===== config.mk =====
export PLATFORM = sky130hd
export DESIGN_NAME = pf_iod_eye_train_ctrl_flat
export DESIGN_NICKNAME = d
export VERILOG_FILES = /design/src/rtl/pf_iod_eye_train_ctrl_pkg.sv /design/src/rtl/pf_iod_eye_train_ctrl_if.sv /design/src/rtl/pf_iod_eye_train_ctrl_lane_demux.sv /design/src/rtl/pf_iod_eye_train_ctrl.sv /design/src/flat_wrapper.sv
export SDC_FILE = /design/constraint.sdc
export NUM_CORES = 1
export LEC_CHECK = 0
export CORE_MARGIN = 2
export CORE_UTILIZATION = 38
export CTS_CLUSTER_DIAMETER = 80
export CTS_CLUSTER_SIZE = 14
export DETAILED_ROUTE_END_ITERATION = 10
export PLACE_DENSITY = 0.72
export SLEW_MARGIN = 20
export SYNTH_ARGS = -nofsm -noshare
export SYNTH_HDL_FRONTEND = slang
export SYNTH_SLANG_ARGS = --single-unit

===== constraint.sdc =====
create_clock -name FAB_CLK -period 3.02 [get_ports FAB_CLK]
set_input_delay 0.604 -clock FAB_CLK [delete_from_list [all_inputs] [get_ports FAB_CLK]]
set_output_delay 0.604 -clock FAB_CLK [all_outputs]
set_load 0.005 [all_outputs]

===== src/rtl/pf_iod_eye_train_ctrl_pkg.sv =====
// Shared types and defaults for the multi-lane IOD eye-training sequencer.
package pf_iod_train_pkg;

   localparam int unsigned DEF_SETTLE_CYCLES = 8;
   localparam int unsigned DEF_MAX_STEPS     = 127;

   typedef enum logic [3:0] {
      ST_IDLE,
      ST_LOAD,
      ST_CLEAR,
      ST_SETTLE,
      ST_SAMPLE,
      ST_SETUP,
      ST_STEP,
      ST_NEXT,
      ST_DONE
   } train_state_e;

   typedef enum logic [1:0] {
      VOTE_NONE,
      VOTE_INC,
      VOTE_DEC
   } vote_e;

   // Early-only asks for more delay, late-only for less; both flags repeat the last vote (INC if none yet).
   function automatic vote_e vote_from_flags(input logic early, input logic late, input vote_e prev);
      vote_e v;
      v = VOTE_INC;
      if (early && !late) begin
         v = VOTE_INC;
      end else if (late && !early) begin
         v = VOTE_DEC;
      end else if (prev != VOTE_NONE) begin
         v = prev;
      end
      return v;
   endfunction

endpackage


===== src/rtl/pf_iod_eye_train_ctrl_if.sv =====
// Per-lane IOD delay-line / eye-monitor bus between the training sequencer (master) and the IOD lanes (slave).
interface pf_iod_eye_train_ctrl_if #(
   parameter int unsigned NUM_LANES = 8
);
   logic [NUM_LANES-1:0] EYE_MONITOR_EARLY;
   logic [NUM_LANES-1:0] EYE_MONITOR_LATE;
   logic [NUM_LANES-1:0] DELAY_LINE_OUT_OF_RANGE;
   logic [NUM_LANES-1:0] EYE_MONITOR_CLEAR_FLAGS;
   logic [NUM_LANES-1:0] DELAY_LINE_LOAD;
   logic [NUM_LANES-1:0] DELAY_LINE_MOVE;
   logic [NUM_LANES-1:0] DELAY_LINE_DIRECTION;

   modport master (
      input  EYE_MONITOR_EARLY, EYE_MONITOR_LATE, DELAY_LINE_OUT_OF_RANGE,
      output EYE_MONITOR_CLEAR_FLAGS, DELAY_LINE_LOAD, DELAY_LINE_MOVE, DELAY_LINE_DIRECTION
   );

   modport slave (
      output EYE_MONITOR_EARLY, EYE_MONITOR_LATE, DELAY_LINE_OUT_OF_RANGE,
      input  EYE_MONITOR_CLEAR_FLAGS, DELAY_LINE_LOAD, DELAY_LINE_MOVE, DELAY_LINE_DIRECTION
   );
endinterface


===== src/rtl/pf_iod_eye_train_ctrl_lane_demux.sv =====
// Steers the sequencer's scalar strobes onto the selected lane and muxes that lane's flags back.
module pf_iod_lane_demux #(
   parameter int unsigned NUM_LANES = 8,
   parameter int unsigned LANE_W    = 3
) (
   input  logic [LANE_W-1:0]    out_sel_i,
   input  logic                 load_i,
   input  logic                 clear_i,
   input  logic                 move_i,
   input  logic                 dir_i,
   output logic [NUM_LANES-1:0] load_oh_c,
   output logic [NUM_LANES-1:0] clear_oh_c,
   output logic [NUM_LANES-1:0] move_oh_c,
   output logic [NUM_LANES-1:0] dir_oh_c,
   input  logic [LANE_W-1:0]    in_sel_i,
   input  logic [NUM_LANES-1:0] early_i,
   input  logic [NUM_LANES-1:0] late_i,
   input  logic [NUM_LANES-1:0] oor_i,
   output logic                 early_c,
   output logic                 late_c,
   output logic                 oor_c
);

   // One-hot steering: non-selected lanes see all zeros, including DIRECTION.
   always_comb begin
      load_oh_c  = '0;
      clear_oh_c = '0;
      move_oh_c  = '0;
      dir_oh_c   = '0;
      for (int i = 0; i < int'(NUM_LANES); i++) begin
         if (out_sel_i == LANE_W'(i)) begin
            load_oh_c[i]  = load_i;
            clear_oh_c[i] = clear_i;
            move_oh_c[i]  = move_i;
            dir_oh_c[i]   = dir_i;
         end
      end
   end

   // Return path: flags of the lane currently being trained.
   always_comb begin
      early_c = 1'b0;
      late_c  = 1'b0;
      oor_c   = 1'b0;
      for (int i = 0; i < int'(NUM_LANES); i++) begin
         if (in_sel_i == LANE_W'(i)) begin
            early_c = early_i[i];
            late_c  = late_i[i];
            oor_c   = oor_i[i];
         end
      end
   end

endmodule


===== src/rtl/pf_iod_eye_train_ctrl.sv =====
// Multi-lane IOD eye-centring sequencer: trains lanes 0..NUM_LANES-1 in turn from sticky EARLY/LATE flags.
// Optional macro IOD_TRAIN_TAP_READBACK_EN adds TAP_POS with the final signed step count of every lane.
module pf_iod_eye_train_ctrl
   import pf_iod_train_pkg::*;
#(
   parameter int unsigned NUM_LANES     = 8,
   parameter int unsigned TAP_W         = 8,
   parameter int unsigned MAX_STEPS     = DEF_MAX_STEPS,
   parameter int unsigned SETTLE_CYCLES = DEF_SETTLE_CYCLES,
   parameter int unsigned CNT_W         = 4
) (
   input  logic                       FAB_CLK,
   input  logic                       SYNC_RST_N,
   input  logic                       TRAIN_START,
   output logic                       TRAIN_BUSY,
   output logic                       TRAIN_DONE,
   output logic [NUM_LANES-1:0]       LANE_LOCKED,
   output logic [NUM_LANES-1:0]       LANE_ERR,
`ifdef IOD_TRAIN_TAP_READBACK_EN
   output logic [NUM_LANES*TAP_W-1:0] TAP_POS,
`endif
   pf_iod_eye_train_ctrl_if.master    iod
);

   localparam int unsigned LANE_W = (NUM_LANES > 1) ? $clog2(NUM_LANES) : 1;

   train_state_e             state_q, state_d;
   logic [LANE_W-1:0]        lane_q, lane_d;
   logic signed [TAP_W-1:0]  step_q, step_d;
   vote_e                    vote_q, vote_d, new_vote;
   logic [CNT_W-1:0]         cnt_q, cnt_d;
   logic [NUM_LANES-1:0]     locked_q, locked_d, err_q, err_d;
   logic                     busy_q, done_q;
   logic [NUM_LANES-1:0]     load_q, clear_q, move_q, dir_q;
   logic [NUM_LANES-1:0]     load_oh_c, clear_oh_c, move_oh_c, dir_oh_c, lane_oh_c;
   logic                     early_c, late_c, oor_c;
   logic [TAP_W-1:0]         step_abs_c;

   // Strobes are steered by the next lane/state so the registered outputs line up with the state.
   pf_iod_lane_demux #(
      .NUM_LANES (NUM_LANES),
      .LANE_W    (LANE_W)
   ) u_demux (
      .out_sel_i  (lane_d),
      .load_i     (state_d == ST_LOAD),
      .clear_i    (state_d == ST_CLEAR),
      .move_i     (state_d == ST_STEP),
      .dir_i      (((state_d == ST_SETUP) || (state_d == ST_STEP)) && (vote_d == VOTE_INC)),
      .load_oh_c  (load_oh_c),
      .clear_oh_c (clear_oh_c),
      .move_oh_c  (move_oh_c),
      .dir_oh_c   (dir_oh_c),
      .in_sel_i   (lane_q),
      .early_i    (iod.EYE_MONITOR_EARLY),
      .late_i     (iod.EYE_MONITOR_LATE),
      .oor_i      (iod.DELAY_LINE_OUT_OF_RANGE),
      .early_c    (early_c),
      .late_c     (late_c),
      .oor_c      (oor_c)
   );

   // Active-lane one-hot for flag updates and magnitude of the signed step count.
   always_comb begin
      lane_oh_c = '0;
      for (int i = 0; i < int'(NUM_LANES); i++) begin
         lane_oh_c[i] = (lane_q == LANE_W'(i));
      end
      step_abs_c = step_q[TAP_W-1] ? TAP_W'(-step_q) : TAP_W'(step_q);
   end

   // Sequencer next-state: load, clear/settle/sample loop, per-lane verdict, lane advance.
   always_comb begin
      state_d  = state_q;
      lane_d   = lane_q;
      step_d   = step_q;
      vote_d   = vote_q;
      cnt_d    = cnt_q;
      locked_d = locked_q;
      err_d    = err_q;
      new_vote = vote_from_flags(early_c, late_c, vote_q);
      case (state_q)
         ST_IDLE: begin
            if (TRAIN_START) begin
               state_d  = ST_LOAD;
               lane_d   = '0;
               locked_d = '0;
               err_d    = '0;
            end
         end
         ST_LOAD: begin
            step_d  = '0;
            vote_d  = VOTE_NONE;
            state_d = ST_CLEAR;
         end
         ST_CLEAR: begin
            cnt_d   = '0;
            state_d = ST_SETTLE;
         end
         ST_SETTLE: begin
            if (cnt_q == CNT_W'(SETTLE_CYCLES - 1)) begin
               state_d = ST_SAMPLE;
            end else begin
               cnt_d = cnt_q + CNT_W'(1);
            end
         end
         ST_SAMPLE: begin
            if (oor_c) begin
               err_d   = err_q | lane_oh_c;
               state_d = ST_NEXT;
            end else if (!early_c && !late_c) begin
               locked_d = locked_q | lane_oh_c;
               state_d  = ST_NEXT;
            end else if ((vote_q != VOTE_NONE) && (new_vote != vote_q)) begin
               // Vote flipped: the eye edge lies between this tap and the last one.
               locked_d = locked_q | lane_oh_c;
               state_d  = ST_NEXT;
            end else if (step_abs_c == TAP_W'(MAX_STEPS)) begin
               err_d   = err_q | lane_oh_c;
               state_d = ST_NEXT;
            end else begin
               vote_d  = new_vote;
               state_d = ST_SETUP;
            end
         end
         ST_SETUP: begin
            state_d = ST_STEP;
         end
         ST_STEP: begin
            step_d  = (vote_q == VOTE_INC) ? step_q + TAP_W'(1) : step_q - TAP_W'(1);
            state_d = ST_CLEAR;
         end
         ST_NEXT: begin
            if (lane_q == LANE_W'(NUM_LANES - 1)) begin
               state_d = ST_DONE;
            end else begin
               lane_d  = lane_q + LANE_W'(1);
               state_d = ST_LOAD;
            end
         end
         ST_DONE: begin
            state_d = ST_IDLE;
         end
         default: begin
            state_d = ST_IDLE;
         end
      endcase
   end

   // State, counters, flags and registered lane strobes.
   always_ff @(posedge FAB_CLK) begin
      if (!SYNC_RST_N) begin
         state_q  <= ST_IDLE;
         lane_q   <= '0;
         step_q   <= '0;
         vote_q   <= VOTE_NONE;
         cnt_q    <= '0;
         locked_q <= '0;
         err_q    <= '0;
         busy_q   <= 1'b0;
         done_q   <= 1'b0;
         load_q   <= '0;
         clear_q  <= '0;
         move_q   <= '0;
         dir_q    <= '0;
      end else begin
         state_q  <= state_d;
         lane_q   <= lane_d;
         step_q   <= step_d;
         vote_q   <= vote_d;
         cnt_q    <= cnt_d;
         locked_q <= locked_d;
         err_q    <= err_d;
         busy_q   <= (state_d != ST_IDLE) && (state_d != ST_DONE);
         done_q   <= (state_d == ST_DONE);
         load_q   <= load_oh_c;
         clear_q  <= clear_oh_c;
         move_q   <= move_oh_c;
         dir_q    <= dir_oh_c;
      end
   end

`ifdef IOD_TRAIN_TAP_READBACK_EN
   logic [NUM_LANES*TAP_W-1:0] tap_q, tap_d;

   // Capture each lane's final step count as the sequencer leaves it.
   always_comb begin
      tap_d = tap_q;
      if ((state_q == ST_IDLE) && TRAIN_START) begin
         tap_d = '0;
      end else if (state_q == ST_NEXT) begin
         for (int i = 0; i < int'(NUM_LANES); i++) begin
            if (lane_q == LANE_W'(i)) begin
               tap_d[i*TAP_W +: TAP_W] = step_q;
            end
         end
      end
   end

   // Tap readback register.
   always_ff @(posedge FAB_CLK) begin
      if (!SYNC_RST_N) begin
         tap_q <= '0;
      end else begin
         tap_q <= tap_d;
      end
   end

   assign TAP_POS = tap_q;
`endif

   assign TRAIN_BUSY                  = busy_q;
   assign TRAIN_DONE                  = done_q;
   assign LANE_LOCKED                 = locked_q;
   assign LANE_ERR                    = err_q;
   assign iod.DELAY_LINE_LOAD         = load_q;
   assign iod.EYE_MONITOR_CLEAR_FLAGS = clear_q;
   assign iod.DELAY_LINE_MOVE         = move_q;
   assign iod.DELAY_LINE_DIRECTION    = dir_q;

endmodule


===== src/flat_wrapper.sv =====
// flat-port wrapper written by rule: the top's interface ports become plain ports
module pf_iod_eye_train_ctrl_flat import pf_iod_train_pkg::*;
#(
   parameter int unsigned NUM_LANES     = 8,
   parameter int unsigned TAP_W         = 8,
   parameter int unsigned MAX_STEPS     = DEF_MAX_STEPS,
   parameter int unsigned SETTLE_CYCLES = DEF_SETTLE_CYCLES,
   parameter int unsigned CNT_W         = 4
)
  (FAB_CLK, SYNC_RST_N, TRAIN_START, TRAIN_BUSY, TRAIN_DONE, LANE_LOCKED, LANE_ERR, iod_EYE_MONITOR_EARLY, iod_EYE_MONITOR_LATE, iod_DELAY_LINE_OUT_OF_RANGE, iod_EYE_MONITOR_CLEAR_FLAGS, iod_DELAY_LINE_LOAD, iod_DELAY_LINE_MOVE, iod_DELAY_LINE_DIRECTION);
  pf_iod_eye_train_ctrl_if #(.NUM_LANES(NUM_LANES)) iod_i ();
  input  logic FAB_CLK;
  input  logic SYNC_RST_N;
  input  logic TRAIN_START;
  output logic TRAIN_BUSY;
  output logic TRAIN_DONE;
  output logic [NUM_LANES-1:0] LANE_LOCKED;
  output logic [NUM_LANES-1:0] LANE_ERR;
  input wire logic [$bits(iod_i.EYE_MONITOR_EARLY)-1:0] iod_EYE_MONITOR_EARLY;
  input wire logic [$bits(iod_i.EYE_MONITOR_LATE)-1:0] iod_EYE_MONITOR_LATE;
  input wire logic [$bits(iod_i.DELAY_LINE_OUT_OF_RANGE)-1:0] iod_DELAY_LINE_OUT_OF_RANGE;
  output wire logic [$bits(iod_i.EYE_MONITOR_CLEAR_FLAGS)-1:0] iod_EYE_MONITOR_CLEAR_FLAGS;
  output wire logic [$bits(iod_i.DELAY_LINE_LOAD)-1:0] iod_DELAY_LINE_LOAD;
  output wire logic [$bits(iod_i.DELAY_LINE_MOVE)-1:0] iod_DELAY_LINE_MOVE;
  output wire logic [$bits(iod_i.DELAY_LINE_DIRECTION)-1:0] iod_DELAY_LINE_DIRECTION;
  assign iod_i.EYE_MONITOR_EARLY = iod_EYE_MONITOR_EARLY;
  assign iod_i.EYE_MONITOR_LATE = iod_EYE_MONITOR_LATE;
  assign iod_i.DELAY_LINE_OUT_OF_RANGE = iod_DELAY_LINE_OUT_OF_RANGE;
  assign iod_EYE_MONITOR_CLEAR_FLAGS = iod_i.EYE_MONITOR_CLEAR_FLAGS;
  assign iod_DELAY_LINE_LOAD = iod_i.DELAY_LINE_LOAD;
  assign iod_DELAY_LINE_MOVE = iod_i.DELAY_LINE_MOVE;
  assign iod_DELAY_LINE_DIRECTION = iod_i.DELAY_LINE_DIRECTION;
  pf_iod_eye_train_ctrl #(.NUM_LANES(NUM_LANES), .TAP_W(TAP_W), .MAX_STEPS(MAX_STEPS), .SETTLE_CYCLES(SETTLE_CYCLES), .CNT_W(CNT_W)) u_core (.FAB_CLK(FAB_CLK), .SYNC_RST_N(SYNC_RST_N), .TRAIN_START(TRAIN_START), .TRAIN_BUSY(TRAIN_BUSY), .TRAIN_DONE(TRAIN_DONE), .LANE_LOCKED(LANE_LOCKED), .LANE_ERR(LANE_ERR), .iod(iod_i));
endmodule

Yosys cells after proc, flatten, opt, wreduce, memory -nomap -nowiden
Index checks and enable logic that the tools add are counted.
{"block": "totals", "register_bits": 71, "elab_cells": 174}
{"block": "classes", "n_addsub": 5, "eq_ne": 39, "muxes": 58, "bitwise": 2, "reduce_logical": 29}
{"operator": "8-bit two-way mux", "n": 10}
{"operator": "8-bit one-hot mux with 2 select lines", "n": 3}
{"operator": "4-bit by 3-bit == test with 1-bit output, second input constant", "n": 7}
{"operator": "4-bit two-way mux", "n": 7}
{"operator": "4-bit one-hot mux with 7 select lines", "n": 1}
{"operator": "3-bit == test, second input constant", "n": 8}
{"operator": "1-bit two-way mux", "n": 24}
{"operator": "2-bit AND reduction", "n": 9}
{"operator": "2-bit two-way mux", "n": 8}
{"operator": "8-bit bitwise OR", "n": 2}
{"operator": "3-bit by 2-bit == test with 1-bit output, second input constant", "n": 4}
{"operator": "4-bit by 2-bit == test with 1-bit output, second input constant", "n": 3}
{"operator": "8-bit by 2-bit adder with 8-bit output, second input constant", "n": 1}
{"operator": "4-bit by 1-bit == test with 1-bit output, second input constant", "n": 2}
{"operator": "8-bit by 7-bit == test with 1-bit output, second input constant", "n": 1}
{"operator": "8-bit negation", "n": 1}
{"operator": "4-bit one-hot mux with 2 select lines", "n": 1}
{"operator": "2-bit nonzero test", "n": 4}
{"operator": "8-bit by 2-bit subtractor with 8-bit output, second input constant", "n": 1}
{"operator": "3-bit by 1-bit == test with 1-bit output, second input constant", "n": 2}
{"operator": "1-bit logical AND", "n": 6}
{"operator": "3-bit logical NOT", "n": 2}
{"operator": "3-bit two-way mux", "n": 2}
{"operator": "2-bit != test, second input constant", "n": 3}
{"operator": "other kinds (17)", "n": 21}

Logic depth before layout (Yosys ltp)
{"block": "depth", "depth_word": 22, "ltp_mapped": 11, "mapped_depth_nobuf": 10}

Modules after synthesis
From an unflattened synthesis, not the netlist that was laid out.
{"block": "hier_totals", "hier_cells": 410, "area_unflattened_um2": 3661.0}
{"mod": "pf_iod_eye_train_ctrl", "n_inst": 1, "cells_per_inst": 334, "area_each_um2": 3208.1}
{"mod": "pf_iod_lane_demux", "n_inst": 1, "cells_per_inst": 76, "area_each_um2": 452.9}

Worst setup path after synthesis
Ideal clock, no wire load.
{"block": "synth_timing", "kind": "register -> register", "start": "register u_core.lane_q[0]", "end": "register u_core.dir_q[0], in the netlist u_core.iod.DELAY_LINE_DIRECTION[0]", "setup_ns": 0.127, "arrival_time_ns": 2.124, "required_ns": 2.893, "path_slack_ns": 0.770, "path_stages_with_launch": 11, "path_buffers": 2, "cell_sequence": "dfxtp_1 inv_1 ha_1 buf_2 buf_6 a221o_1 a32oi_2 nor2_2 a32o_2 nand4_4 nor3_1"}
{"block": "synth_between", "elab_chain_len": 22, "elab_cells_between_ends": 62, "cone_classes": "add/sub (1); eq/ne (11); mux (39); reduce/logical (11)"}
{"item": "start: declaration", "line": "pf_iod_eye_train_ctrl.sv:28", "source": "logic [LANE_W-1:0] lane_q, lane_d;"}
{"item": "start signal: assignment", "line": "pf_iod_eye_train_ctrl.sv:167", "source": "lane_q <= lane_d;"}
{"item": "3-bit logical NOT", "line": "pf_iod_eye_train_ctrl_lane_demux.sv:46", "source": "if (in_sel_i == LANE_W'(i)) begin"}
{"item": "1-bit two-way mux (8 in series)", "line": "pf_iod_eye_train_ctrl_lane_demux.sv:46"}
{"item": "1-bit logical NOT", "line": "pf_iod_eye_train_ctrl_pkg.sv:31, pf_iod_eye_train_ctrl.sv:110"}
{"item": "1-bit logical AND", "line": "pf_iod_eye_train_ctrl_pkg.sv:31", "source": "end else if (late && !early) begin"}
{"item": "2-bit two-way mux", "line": "pf_iod_eye_train_ctrl_pkg.sv:31"}
{"item": "2-bit two-way mux", "line": "pf_iod_eye_train_ctrl_pkg.sv:29", "source": "if (early && !late) begin"}
{"item": "2-bit != test", "line": "pf_iod_eye_train_ctrl.sv:113", "source": "end else if ((vote_q != VOTE_NONE) && (new_vote != vote_q)) begin"}
{"item": "1-bit logical AND", "line": "pf_iod_eye_train_ctrl.sv:113"}
{"item": "4-bit two-way mux", "line": "pf_iod_eye_train_ctrl.sv:113"}
{"item": "4-bit two-way mux", "line": "pf_iod_eye_train_ctrl.sv:110", "source": "end else if (!early_c && !late_c) begin"}
{"item": "4-bit two-way mux", "line": "pf_iod_eye_train_ctrl.sv:107", "source": "if (oor_c) begin"}
{"item": "4-bit one-hot mux with 7 select lines", "line": "pf_iod_eye_train_ctrl.sv:81", "source": "case (state_q)"}
{"item": "4-bit by 3-bit == test with 1-bit output", "line": "pf_iod_eye_train_ctrl.sv:48", "source": ".dir_i (((state_d == ST_SETUP) || (state_d == ST_STEP)) && (vote_d == VOTE_INC)),"}
{"item": "1-bit logical OR", "line": "pf_iod_eye_train_ctrl.sv:48"}
{"item": "1-bit logical AND", "line": "pf_iod_eye_train_ctrl.sv:48"}
{"item": "end signal: assignment", "line": "pf_iod_eye_train_ctrl.sv:178", "source": "dir_q <= dir_oh_c;"}
{"item": "end: declaration", "line": "pf_iod_eye_train_ctrl.sv:34", "source": "logic [NUM_LANES-1:0] load_q, clear_q, move_q, dir_q;"}
Parallel ways exist; a longest one is shown, timed or not.
A chain may end at the register's enable or synchronous reset.

Final worst setup path
{"block": "layout_timing", "start": "register u_core.lane_q[0]", "end": "register u_core.dir_q[3], in the netlist u_core.iod.DELAY_LINE_DIRECTION[3]"}
Same word-level chain as after synthesis.

==> results.sh <==
export IMPL_outcome="completed"
export IMPL_chipWidth_um=97.04
export IMPL_min_from="u_core.LANE_LOCKED[1]$_SDFFE_PN0P_"
export IMPL_worst_slew_pin_slew_ns=0.7571
export IMPL_final_cells=545
export IMPL_area_delta_synth_final_pct=32.52
export IMPL_syn_area_mm2=0.003289
export IMPL_peakVddDrop_v=0.0001971
export IMPL_fin_crit_ns=2.719
export IMPL_grt_pass1_wl_um=12900
export IMPL_wl_per_cell_um=14.29
export IMPL_endpoint_kind="flip-flop"
export IMPL_vias=2812
export IMPL_dp_hpwl_um=5762
export IMPL_path_clk_slew_ns=0.08
export IMPL_p_leak_nw=1.618
export IMPL_r2r_start="u_core.lane_q[0]$_SDFF_PN0_"
export IMPL_setup_violations_final=0
export IMPL_drc_errors=0
export IMPL_maxSlewHeadroom_pct=49.29
export IMPL_rsz0062_at_grt="no"
export IMPL_cts_resized=0
export IMPL_grt_max_degree=20
export IMPL_worstPathRequired_ns=3.28
export IMPL_routed_wl_um=7786
export IMPL_cts_root_buf="clkbuf_8"
export IMPL_die_h_um=97.04
export IMPL_crit_type="flip-flop to flip-flop"
export IMPL_start_kind="flip-flop"
export IMPL_slowest_stage="ha_1"
export IMPL_p_per_area_mw_per_mm2=447.7
export IMPL_slew_viol_final=0
export IMPL_crit_chain="inv_1 -> ha_1 -> a21oi_1 -> a221o_1 -> a32oi_2 -> nor2_2 -> a41oi_4 -> nand4_4 -> nor3_1"
export IMPL_maxCapViolCount=0
export IMPL_gp_congestion=0.8729
export IMPL_first_global_vias=2742
export IMPL_crit_path_max_incr_delay_ns=0.57
export IMPL_path_max_fanout=19
export IMPL_clock_latency_ns=0.35
export IMPL_hold_path_end="u_core.LANE_LOCKED[1]$_SDFFE_PN0P_"
export IMPL_finalCritPeriodShare_pct=90.04
export IMPL_track_usage_pct=16.62
export IMPL_hold_depth=2
export IMPL_pin_count=77
export IMPL_synth_avg_cell_area_um2=9.188
export IMPL_post_route_util_pct=52.53
export IMPL_gr_total_overflow=0
export IMPL_antenna_found_initial=0
export IMPL_fin_worst_skew_ns=0.01172
export IMPL_cts_sinks=71
export IMPL_drive_gt1_share_pct=10.91
export IMPL_placed_cells=529
export IMPL_critPathArrivalTime_ns=2.98
export IMPL_reg2reg_to="u_core.iod.DELAY_LINE_DIRECTION[3]$_SDFF_PN0_"
export IMPL_postCtsSetupBuffers=0
export IMPL_yosys_warnings=0
export IMPL_synth_enable_flop_cells=0
export IMPL_hold_buffers=0
export IMPL_synth_cell_types=69
export IMPL_initial_core_util_pct=39.64
export IMPL_num_rows=33
export IMPL_critPathLaunch="u_core.lane_q[0]$_SDFF_PN0_"
export IMPL_io_buffers=76
export IMPL_viasPerCell=5.160
export IMPL_yosysSeqAreaShare_pct=43.21
export IMPL_cts_buffers=9
export IMPL_reg2regPathDepth=9
export IMPL_cts_htree_levels=3
export IMPL_async_reset_ff_share_pct=0
export IMPL_min_path_type="flip-flop to flip-flop"
export IMPL_r2r_slack_ns=0.30
export IMPL_finalHoldViolations=0
export IMPL_synth_nets=398
export IMPL_synthFlopType="dfxtp_1"
export IMPL_clk_path_buf_depth=2
export IMPL_nNetsFinal=475
export IMPL_drtIter0Drc=84
export IMPL_dr_pass1_iters=4
export IMPL_diodes=0
export IMPL_drtAntennaViolNets=0
export IMPL_ys_ff_latch=71
export IMPL_syn_inst=358
export IMPL_hold_ws_ns=0.4584
export IMPL_cts_tree="yes"
export IMPL_fp_coreArea_mm2=0.008299
export IMPL_tns_ns=0
export IMPL_fmax_mhz=367.8
export IMPL_die_area_mm2=0.009417
worst max-delay path, delay by kind of cell, from the launching register on:
family | cells | cell delay, ns
buffers and inverters | 1 | 0.16
adder cells (fa/ha/maj) | 1 | 0.57
AO/OA/AOI/OAI | 4 | 1.02
AND/OR/NAND/NOR | 3 | 0.51
flip-flops | 1 | 0.38
sequential cells by signal, indices dropped and copies added (netlist names):
register,flops
u_core.iod.DELAY_LINE_LOAD,8
u_core.TRAIN_BUSY,1
u_core.state_q,4
u_core.LANE_LOCKED,8
u_core.cnt_q,4
u_core.vote_q,2
u_core.iod.DELAY_LINE_MOVE,8
u_core.iod.EYE_MONITOR_CLEAR_FLAGS,8
u_core.iod.DELAY_LINE_DIRECTION,8
u_core.LANE_ERR,8
u_core.lane_q,3
u_core.step_q,8
u_core.TRAIN_DONE,1
power breakdown:
part	total [mW]	switching (mW)	internal, mW	leakage [nW]
Sequential	0.956	0.0120	0.944	0.573
Combinational	0.144	0.0762	0.0674	0.930
Clock	0.852	0.377	0.475	0.114
cell usage after synthesis, drive strengths merged (2+ instances only):
| master | instances | area share [%] |
|---|---|---|
| or2 | 4 | 0.76 |
| a21o | 3 | 0.68 |
| clkinv | 2 | 0.23 |
| a221o | 2 | 0.61 |
| inv | 14 | 1.6 |
| nand3 | 11 | 1.8 |
| a211oi | 5 | 1.4 |
| a22oi | 5 | 1.1 |
| xnor2 | 6 | 1.6 |
| a31oi | 4 | 0.95 |
| o31ai | 4 | 0.91 |
| a21oi | 21 | 4.0 |
| a22o | 5 | 1.3 |
| xor2 | 2 | 0.53 |
| clkbuf | 6 | 0.72 |
| nor2b | 8 | 1.5 |
| nor3b | 2 | 0.46 |
| and4 | 2 | 0.53 |
| o21a | 3 | 0.68 |
| or3 | 3 | 0.57 |
| and3 | 4 | 0.76 |
| nor3 | 18 | 3.0 |
| nand4 | 3 | 1.0 |
| ha | 12 | 4.6 |
| dfxtp | 71 | 43 |
| nand2 | 31 | 3.5 |
| a21boi | 2 | 0.46 |
| nand2b | 5 | 0.95 |
| buf | 11 | 2.4 |
| nand4b | 2 | 0.72 |
| o211ai | 2 | 0.61 |
| nand3b | 5 | 1.1 |
| a32o | 7 | 2.2 |
| nor4 | 2 | 0.84 |
| o21ai | 14 | 2.6 |
| nor2 | 44 | 5.3 |
logic make-up (layout without fill, tap and decap cells):
| kind of cell | Yosys count | in the layout | share of synthesized area, % |
|---|---|---|---|
| adders and majority gates | 14 | 14 | 5.515 |
| xor gates and xnor gates | 8 | 8 | 2.130 |
| buffers and inverters | 33 | 115 | 4.945 |
| AOI/OAI and AO/OA | 85 | 85 | 20.46 |
| muxes | 1 | 1 | 0.3043 |
| and+or+nand+nor | 146 | 146 | 23.43 |
| DFF | 71 | 71 | 43.21 |
placed cells by master (no fill, tap or decap), types with 3 or more instances in the layout:
cell type / netlist / routed
a211oi_1: 3 / 3
a21o_1: 3 / 3
a21oi_1: 18 / 18
a22o_1: 5 / 5
a22oi_1: 5 / 5
a31oi_1: 3 / 3
a32o_1: 6 / 6
and3_1: 4 / 4
buf_4: 2 / 7
clkbuf_8: 0 / 9
clkdlybuf4s50_1: 0 / 76
clkinv_4: 0 / 3
dfxtp_1: 71 / 71
ha_1: 12 / 12
inv_1: 14 / 14
nand2_1: 31 / 31
nand2b_1: 5 / 5
nand3_1: 10 / 10
nand3b_1: 5 / 5
nor2_1: 42 / 42
nor2b_1: 8 / 8
nor3_1: 16 / 16
o21a_1: 3 / 3
o21ai_0: 9 / 9
o21ai_1: 3 / 3
o31ai_1: 4 / 4
or2_2: 3 / 3
or3_1: 3 / 3
xnor2_1: 6 / 6
per-layer routing:
layer | vias to the layer above | share of wire, % | global-route usage [%]
li1 | 1427 | - | -
met2 | 69 | 49 | 29.38
met1 | 1312 | 45 | 19.90
met5 | - | 0 | 0
met3 | 4 | 4.6 | 3.468
met4 | 0 | 0.59 | 5.850
worst max path at each step:
| stage | end | slack [ns] | depth (start not counted) |
|---|---|---|---|
| after floorplan | u_core.iod.DELAY_LINE_DIRECTION[0]$_SDFF_PN0_ | 0.77 | 10 |
| after detailed placement | u_core.iod.DELAY_LINE_DIRECTION[5]$_SDFF_PN0_ | 0.37 | 8 |
| after global placement | u_core.iod.DELAY_LINE_DIRECTION[4]$_SDFF_PN0_ | 0.45 | 8 |
| final | u_core.iod.DELAY_LINE_DIRECTION[3]$_SDFF_PN0_ | 0.30 | 9 |
| after CTS | u_core.iod.DELAY_LINE_DIRECTION[3]$_SDFF_PN0_ | 0.31 | 9 |
| after global routing | u_core.iod.DELAY_LINE_DIRECTION[3]$_SDFF_PN0_ | 0.11 | 9 |
cell type report:
class                   count  area (um^2)
clock buffers               9        123.9
clock inverters             7        103.9
fillers                   736         3940
inverters                  16        60.06
multi-input cells         254         1705
flip-flops and latches     71         1421
well taps                 105        131.4
repair buffers             83        813.3
metrics by stage:
step                area (um^2)  power [mW]  setup WS [ns]
global route               4359       2.023         0.1146
CTS                        4359       1.972         0.3084
finish                     4359       1.952         0.3009
floorplan                  3289       1.055         0.7696
global placement           4131       1.120         0.4493
detailed placement         4131       1.121         0.3742
No activity file was read; power rests on OpenSTA's default activity.
